<file path="config.mk">
export PLATFORM = sky130hd
export DESIGN_NAME = nine_segment_scan_ctrl
export DESIGN_NICKNAME = d
export VERILOG_FILES = /design/src/rtl/nine_segment_scan_ctrl.sv
export SDC_FILE = /design/constraint.sdc
export NUM_CORES = 1
export LEC_CHECK = 0
export ABC_CLOCK_PERIOD_IN_PS = 1800
export BUFFER_PORTS_ARGS = -buffer_cell sky130_fd_sc_hd__buf_2
export CORE_AREA = 2 2 60 62
export DETAILED_ROUTE_END_ITERATION = 6
export DIE_AREA = 0 0 62 64
export PLACE_DENSITY = 0.76
export SYNTH_ARGS = -nofsm -noshare
export SYNTH_HDL_FRONTEND = slang
export SYNTH_SLANG_ARGS = --single-unit
</file>
<file path="constraint.sdc">
create_clock -name clk -period 1.8 [get_ports clk]
set_input_delay 0.36 -clock clk [delete_from_list [all_inputs] [get_ports clk]]
set_output_delay 0.36 -clock clk [all_outputs]
set_load 0.1 [all_outputs]
</file>
<file path="src/rtl/nine_segment_scan_ctrl.sv">
// Row-scanned driver for the 3x3 nine-segment LED matrix, with blanking between rows
// and frame-aligned pattern updates. Define BRIGHTNESS_EN for the PWM brightness input.
module nine_segment_scan_ctrl #(
    parameter int DWELL_CYCLES = 1000,
    parameter int BLANK_CYCLES = 16
) (
    input  logic       clk,
    input  logic       reset,
    input  logic [8:0] segments,
    input  logic       pattern_valid,
    output logic       pattern_ready,
    output logic [2:0] rows,
    output logic [2:0] cols,
`ifdef BRIGHTNESS_EN
    input  logic [3:0] brightness,
`endif
    output logic       frame_start
);

    localparam int CNT_MAX = (DWELL_CYCLES > BLANK_CYCLES) ? DWELL_CYCLES : BLANK_CYCLES;
    localparam int CNT_W   = (CNT_MAX > 1) ? $clog2(CNT_MAX) : 1;
    localparam logic [CNT_W-1:0] BLANK_LAST = CNT_W'(BLANK_CYCLES - 1);
    localparam logic [CNT_W-1:0] DWELL_LAST = CNT_W'(DWELL_CYCLES - 1);

    typedef enum logic {
        BLANK = 1'b0,
        DRIVE = 1'b1
    } state_t;

    state_t           state_q, state_d;
    logic [1:0]       row_q, row_d;
    logic [CNT_W-1:0] cnt_q, cnt_d;
    logic [8:0]       active_q, active_d;
    logic [8:0]       pending_q, pending_d;
    logic             pending_full_q, pending_full_d;
    logic             frame_start_q, frame_start_d;
    logic             lit;

    function automatic logic [2:0] row_bits(input logic [8:0] pat, input logic [1:0] r);
        case (r)
            2'd0:    row_bits = pat[2:0];
            2'd1:    row_bits = pat[5:3];
            default: row_bits = pat[8:6];
        endcase
    endfunction

    always_comb begin
        state_d        = state_q;
        row_d          = row_q;
        cnt_d          = cnt_q;
        active_d       = active_q;
        pending_d      = pending_q;
        pending_full_d = pending_full_q;
        frame_start_d  = 1'b0;

        case (state_q)
            BLANK: begin
                if (cnt_q == BLANK_LAST) begin
                    state_d = DRIVE;
                    cnt_d   = '0;
                end else begin
                    cnt_d = cnt_q + 1'b1;
                end
            end
            default: begin
                if (cnt_q == DWELL_LAST) begin
                    state_d = BLANK;
                    cnt_d   = '0;
                    if (row_q == 2'd2) begin
                        // Frame boundary: the only point a new pattern may go live.
                        row_d         = 2'd0;
                        frame_start_d = 1'b1;
                        if (pending_full_q) begin
                            active_d       = pending_q;
                            pending_full_d = 1'b0;
                        end
                    end else begin
                        row_d = row_q + 1'b1;
                    end
                end else begin
                    cnt_d = cnt_q + 1'b1;
                end
            end
        endcase

        // Accept cannot collide with commit: commit needs pending_full, which blocks ready.
        if (pattern_valid && !pending_full_q) begin
            pending_d      = segments;
            pending_full_d = 1'b1;
        end
    end

    always_ff @(posedge clk or posedge reset) begin
        if (reset) begin
            state_q        <= BLANK;
            row_q          <= 2'd0;
            cnt_q          <= '0;
            active_q       <= 9'd0;
            pending_full_q <= 1'b0;
            frame_start_q  <= 1'b0;
        end else begin
            state_q        <= state_d;
            row_q          <= row_d;
            cnt_q          <= cnt_d;
            active_q       <= active_d;
            pending_full_q <= pending_full_d;
            frame_start_q  <= frame_start_d;
        end
    end

    always_ff @(posedge clk) begin
        pending_q <= pending_d;
    end

`ifdef BRIGHTNESS_EN
    logic [3:0] pwm_q, pwm_d;

    // Zero during BLANK so the first DRIVE cycle always sees pwm=0.
    always_comb begin
        pwm_d = (state_q == DRIVE) ? pwm_q + 4'd1 : 4'd0;
    end

    always_ff @(posedge clk or posedge reset) begin
        if (reset) begin
            pwm_q <= 4'd0;
        end else begin
            pwm_q <= pwm_d;
        end
    end

    assign lit = (state_q == DRIVE) && (pwm_q <= brightness);
`else
    assign lit = (state_q == DRIVE);
`endif

    always_comb begin
        rows = 3'b000;
        cols = 3'b111;
        if (lit) begin
            rows = 3'b001 << row_q;
            cols = ~row_bits(active_q, row_q);
        end
    end

    assign pattern_ready = !pending_full_q;
    assign frame_start   = frame_start_q;

endmodule
</file>
==> impl_table.tex <==
\begin{tabular}{lr}
\hline
Metric & Value \\
\hline
\multicolumn{2}{l}{\textbf{Placement}} \\
Setup WS pre-CTS & 67.4 ps \\
Estimated wirelength of the detail-placed design & 2.11 mm \\
Input/output buffers & 19 \\
Routability congestion estimate from global placement & 0.919 \\
Placed cell count & 188 \\
\multicolumn{2}{l}{\textbf{Synth}} \\
Post-synth top area share & 0.415 \\
Synthesized Nets & 129 \\
Cell with the most instances after synthesis & dfrtp\_1 \\
Mean area per synthesized cell & 12.5 um2 \\
Part of the Yosys area used for sequential elements & 0.602 \\
Post-synth top flop & dfrtp\_1 \\
Share of synthesized flip-flops with an asynchronous set or reset & 0.727 \\
Flops \& latches, synth & 33 \\
EDFF count, synth & 9 \\
Most area-hungry cell type in the Yosys netlist & dfrtp\_1 \\
Count of warnings emitted by yosys & 0 \\
Number of library cell types mapped by synthesis & 30 \\
Gate Count Post-Synth & 116 \\
Top cell types by occurrence after synthesis & dfrtp\_1, mux2\_2, edfxtp\_1, nand2\_1, o21ai\_0 \\
Netlist Area Pre-Place & 1450 um2 \\
Leading cell types by total area after synthesis & dfrtp\_1, edfxtp\_1, mux2\_2, a211oi\_1, nand2\_1 \\
\multicolumn{2}{l}{\textbf{STA}} \\
Worst max-slew margin expressed relative to the limit & 0.675 \\
Final Cycle Share & 1.01 \\
Fmax & 549 MHz \\
Clock skew & 9.26 ps \\
Time the worst path needs with I/O delays and setup & 1820 ps \\
Final Hold Fails & 0 \\
Unrepaired setup endpoints after global routing & true \\
Final worst setup slack & -20.7 ps \\
Fin Setup TNS & -23.7 ps \\
Final max-slew violation count & 0 \\
Least-Margin Pin Slew & 491 ps \\
Final number of setup-violating endpoints & 2 \\
\multicolumn{2}{l}{\textbf{Setup path}} \\
Highest fanout seen on the critical path & 3 \\
Worst reg2reg path depth & 3 \\
Startpoint-to-endpoint class of the critical path & reg -> out \\
Critical Path End Type & output port \\
CP Data Required Time & 1440 ps \\
Worst EP arrival & 1460 ps \\
Startpoint class of the critical path & register \\
\multicolumn{2}{l}{\textbf{Layout}} \\
Diode count & 0 \\
Number of cells in the finished layout apart from fillers & 199 \\
Share of cells above drive strength 1 & 0.438 \\
Layout Area Growth over Synthesis & 29.7\% \\
Layout net count & 165 \\
\multicolumn{2}{l}{\textbf{Pwr}} \\
Static leakage & 0.812 nW \\
Highest ir drop seen on vdd & 463 uV \\
Power Dens Cells & 650 nW/um2 \\
\multicolumn{2}{l}{\textbf{Floorplan}} \\
Die Span X & 62 um \\
Initial cell density of the core & 0.441 \\
Vertical die dimension & 64 um \\
DIE AREA & 3970 um2 \\
Floorplan core area & 3280 um2 \\
Std-Cell Rows & 21 \\
I/O pins & 20 \\
\multicolumn{2}{l}{\textbf{Clocking}} \\
Count of hold-fix buffers inserted at cts & 0 \\
Cts bufs inserted & 5 \\
Clock Tree Buf Depth & 2 \\
Cell at the root of the clock tree & clkbuf\_4 \\
Source-to-sink clock delay at the later pin of the worst-skew pair & 340 ps \\
Clock tree from TritonCTS & yes \\
Clock transition at the register clock pins on the worst setup and hold paths after CTS & 120 ps \\
CTS sink cnt & 33 \\
Maximum level of the CTS H-tree & 2 \\
\multicolumn{2}{l}{\textbf{Run status}} \\
Outcome & finished with violations \\
Violated checks & negative setup slack \\
\multicolumn{2}{l}{\textbf{Routing}} \\
Count of vias placed by the detailed router & 1036 \\
Drc violations & 0 \\
Via-to-Cell Ratio & 5.21 \\
Starting DRT DRC Count & 18 \\
Total routed wirelength & 2.93 mm \\
Average detailed-routed wire length per instance & 14.7 um \\
First-pass DRT Iterations & 4 \\
Number of nets with antenna violations after detailed routing & 0 \\
\multicolumn{2}{l}{\textbf{Global route}} \\
Pin count of the biggest net entering global routing & 25 \\
Global-route total usage across every layer & 0.166 \\
Overflow left after global routing & 0 \\
Via count of the first global-routing pass & 1055 \\
Wire length of the first global-routing pass & 4.80 mm \\
Number of antenna violations at the first check in global routing & 0 \\
\multicolumn{2}{l}{\textbf{Job}} \\
\# Max-Cap Violations & 0 \\
\multicolumn{2}{l}{\textbf{Hold path}} \\
Class of the worst hold path & in -> async \\
\hline
\end{tabular}
==> logic make-up after synthesis <==
family / count (synthesis) / synth area share
AOI/OAI and AO/OA: 14 / 0.0622
xor gates and xnor gates: 3 / 0.0182
adders and majority gates: 1 / 0.00864
buffers and inverters: 9 / 0.0251
DFF: 33 / 0.602
muxes: 14 / 0.106
and+or+nand+nor: 42 / 0.178
==> layer usage <==
layer	vias to the layer above	part of all wire	track usage
met3	4	0.041	0.0567
met4	0	0.0065	0.0479
met1	509	0.43	0.211
met2	26	0.52	0.264
li1	497	-	-
met5	-	0	0
==> where the power goes <==
part                 switching [mW]  internal, mW
registers      0.000000000000000123         0.769
logic                        0.0135        0.0101
clock network                 0.278         0.151
total                         0.291         0.930
==> registers in the layout, summed over array words and instances (netlist names) <==
signal / cells
cnt_q: 10
pending_q: 9
lit: 1
row_q: 2
active_q: 9
pending_full_q: 1
frame_start: 1
==> area by class of cell <==
| class | instances | area [um2] |
|---|---|---|
| clock inverters | 3 | 22.5 |
| fillers | 269 | 1410 |
| clock buffers | 5 | 37.5 |
| flip-flops and latches | 33 | 871 |
| multi-input cells | 74 | 569 |
| inverters | 4 | 15.0 |
| well taps | 46 | 57.6 |
| repair buffers | 34 | 305 |
==> cells in the final DEF, fill, tap and decap left out <==
master and count:
a211oi_1 5, a21o_1 1, and3b_2 1, buf_12 6
buf_2 13, buf_4 13, buf_6 2, clkbuf_4 5
clkinvlp_4 3, dfrtp_1 24, edfxtp_1 9, ha_2 1
inv_1 4, mux2_2 11, mux2i_1 2, mux2i_2 1
nand2_1 6, nand2_2 3, nand3_1 4, nand4_1 3
nand4b_1 1, nor2_1 3, nor2_2 1, nor2b_1 2
nor3_1 5, nor3_2 1, nor3b_1 1, nor3b_4 1
nor4_4 1, o21ai_0 3, o21ai_1 3, o31ai_1 2
or3_1 4, or3_2 1, or3b_4 1, or4_1 1
or4_2 2, xnor2_1 1, xor2_1 2
==> worst paths after layout <==
kind | start | endpoint | slack, ps
min in group clk | segments[0] | pending_q[0] | 180
worst max-delay path | row_q[0] | cols[0] | -20
worst max register to register | cnt_q[3] | row_q[0] | 40
worst min register to register | pending_q[1] | active_q[1] | 490
worst min-delay path | reset | row_q[1] | 50
max in group asynchronous | reset | cnt_q[7] | 1500
==> through the flow <==
stage / hold slack (ps) / util / instance area, um2 / power (mW)
global route: 69.1 / 0.572 / 1880 / 1.27
detailed placement: 436 / 0.542 / 1780 / 0.809
global placement: 410 / 0.542 / 1780 / 0.808
finish: 49.0 / 0.572 / 1880 / 1.22
floorplan: 375 / - / 1470 / 0.793
CTS: 51.5 / 0.565 / 1860 / 1.23
==> repair_timing <==
item / in CTS / in global routing
pin swaps: 0 / 4
setup buffers: 1 / 2
resized for setup: 5 / 2
setup endpoints to repair: 3 / 13
==> worst max-delay path, stage by stage, from the launching register on <==
cell	delay, ps
dfrtp_1	420
buf_6	140
mux2i_2	140
o21ai_1	160
nand2_2	90
buf_12	170
Note: power is estimated with default switching activity, not from simulation.
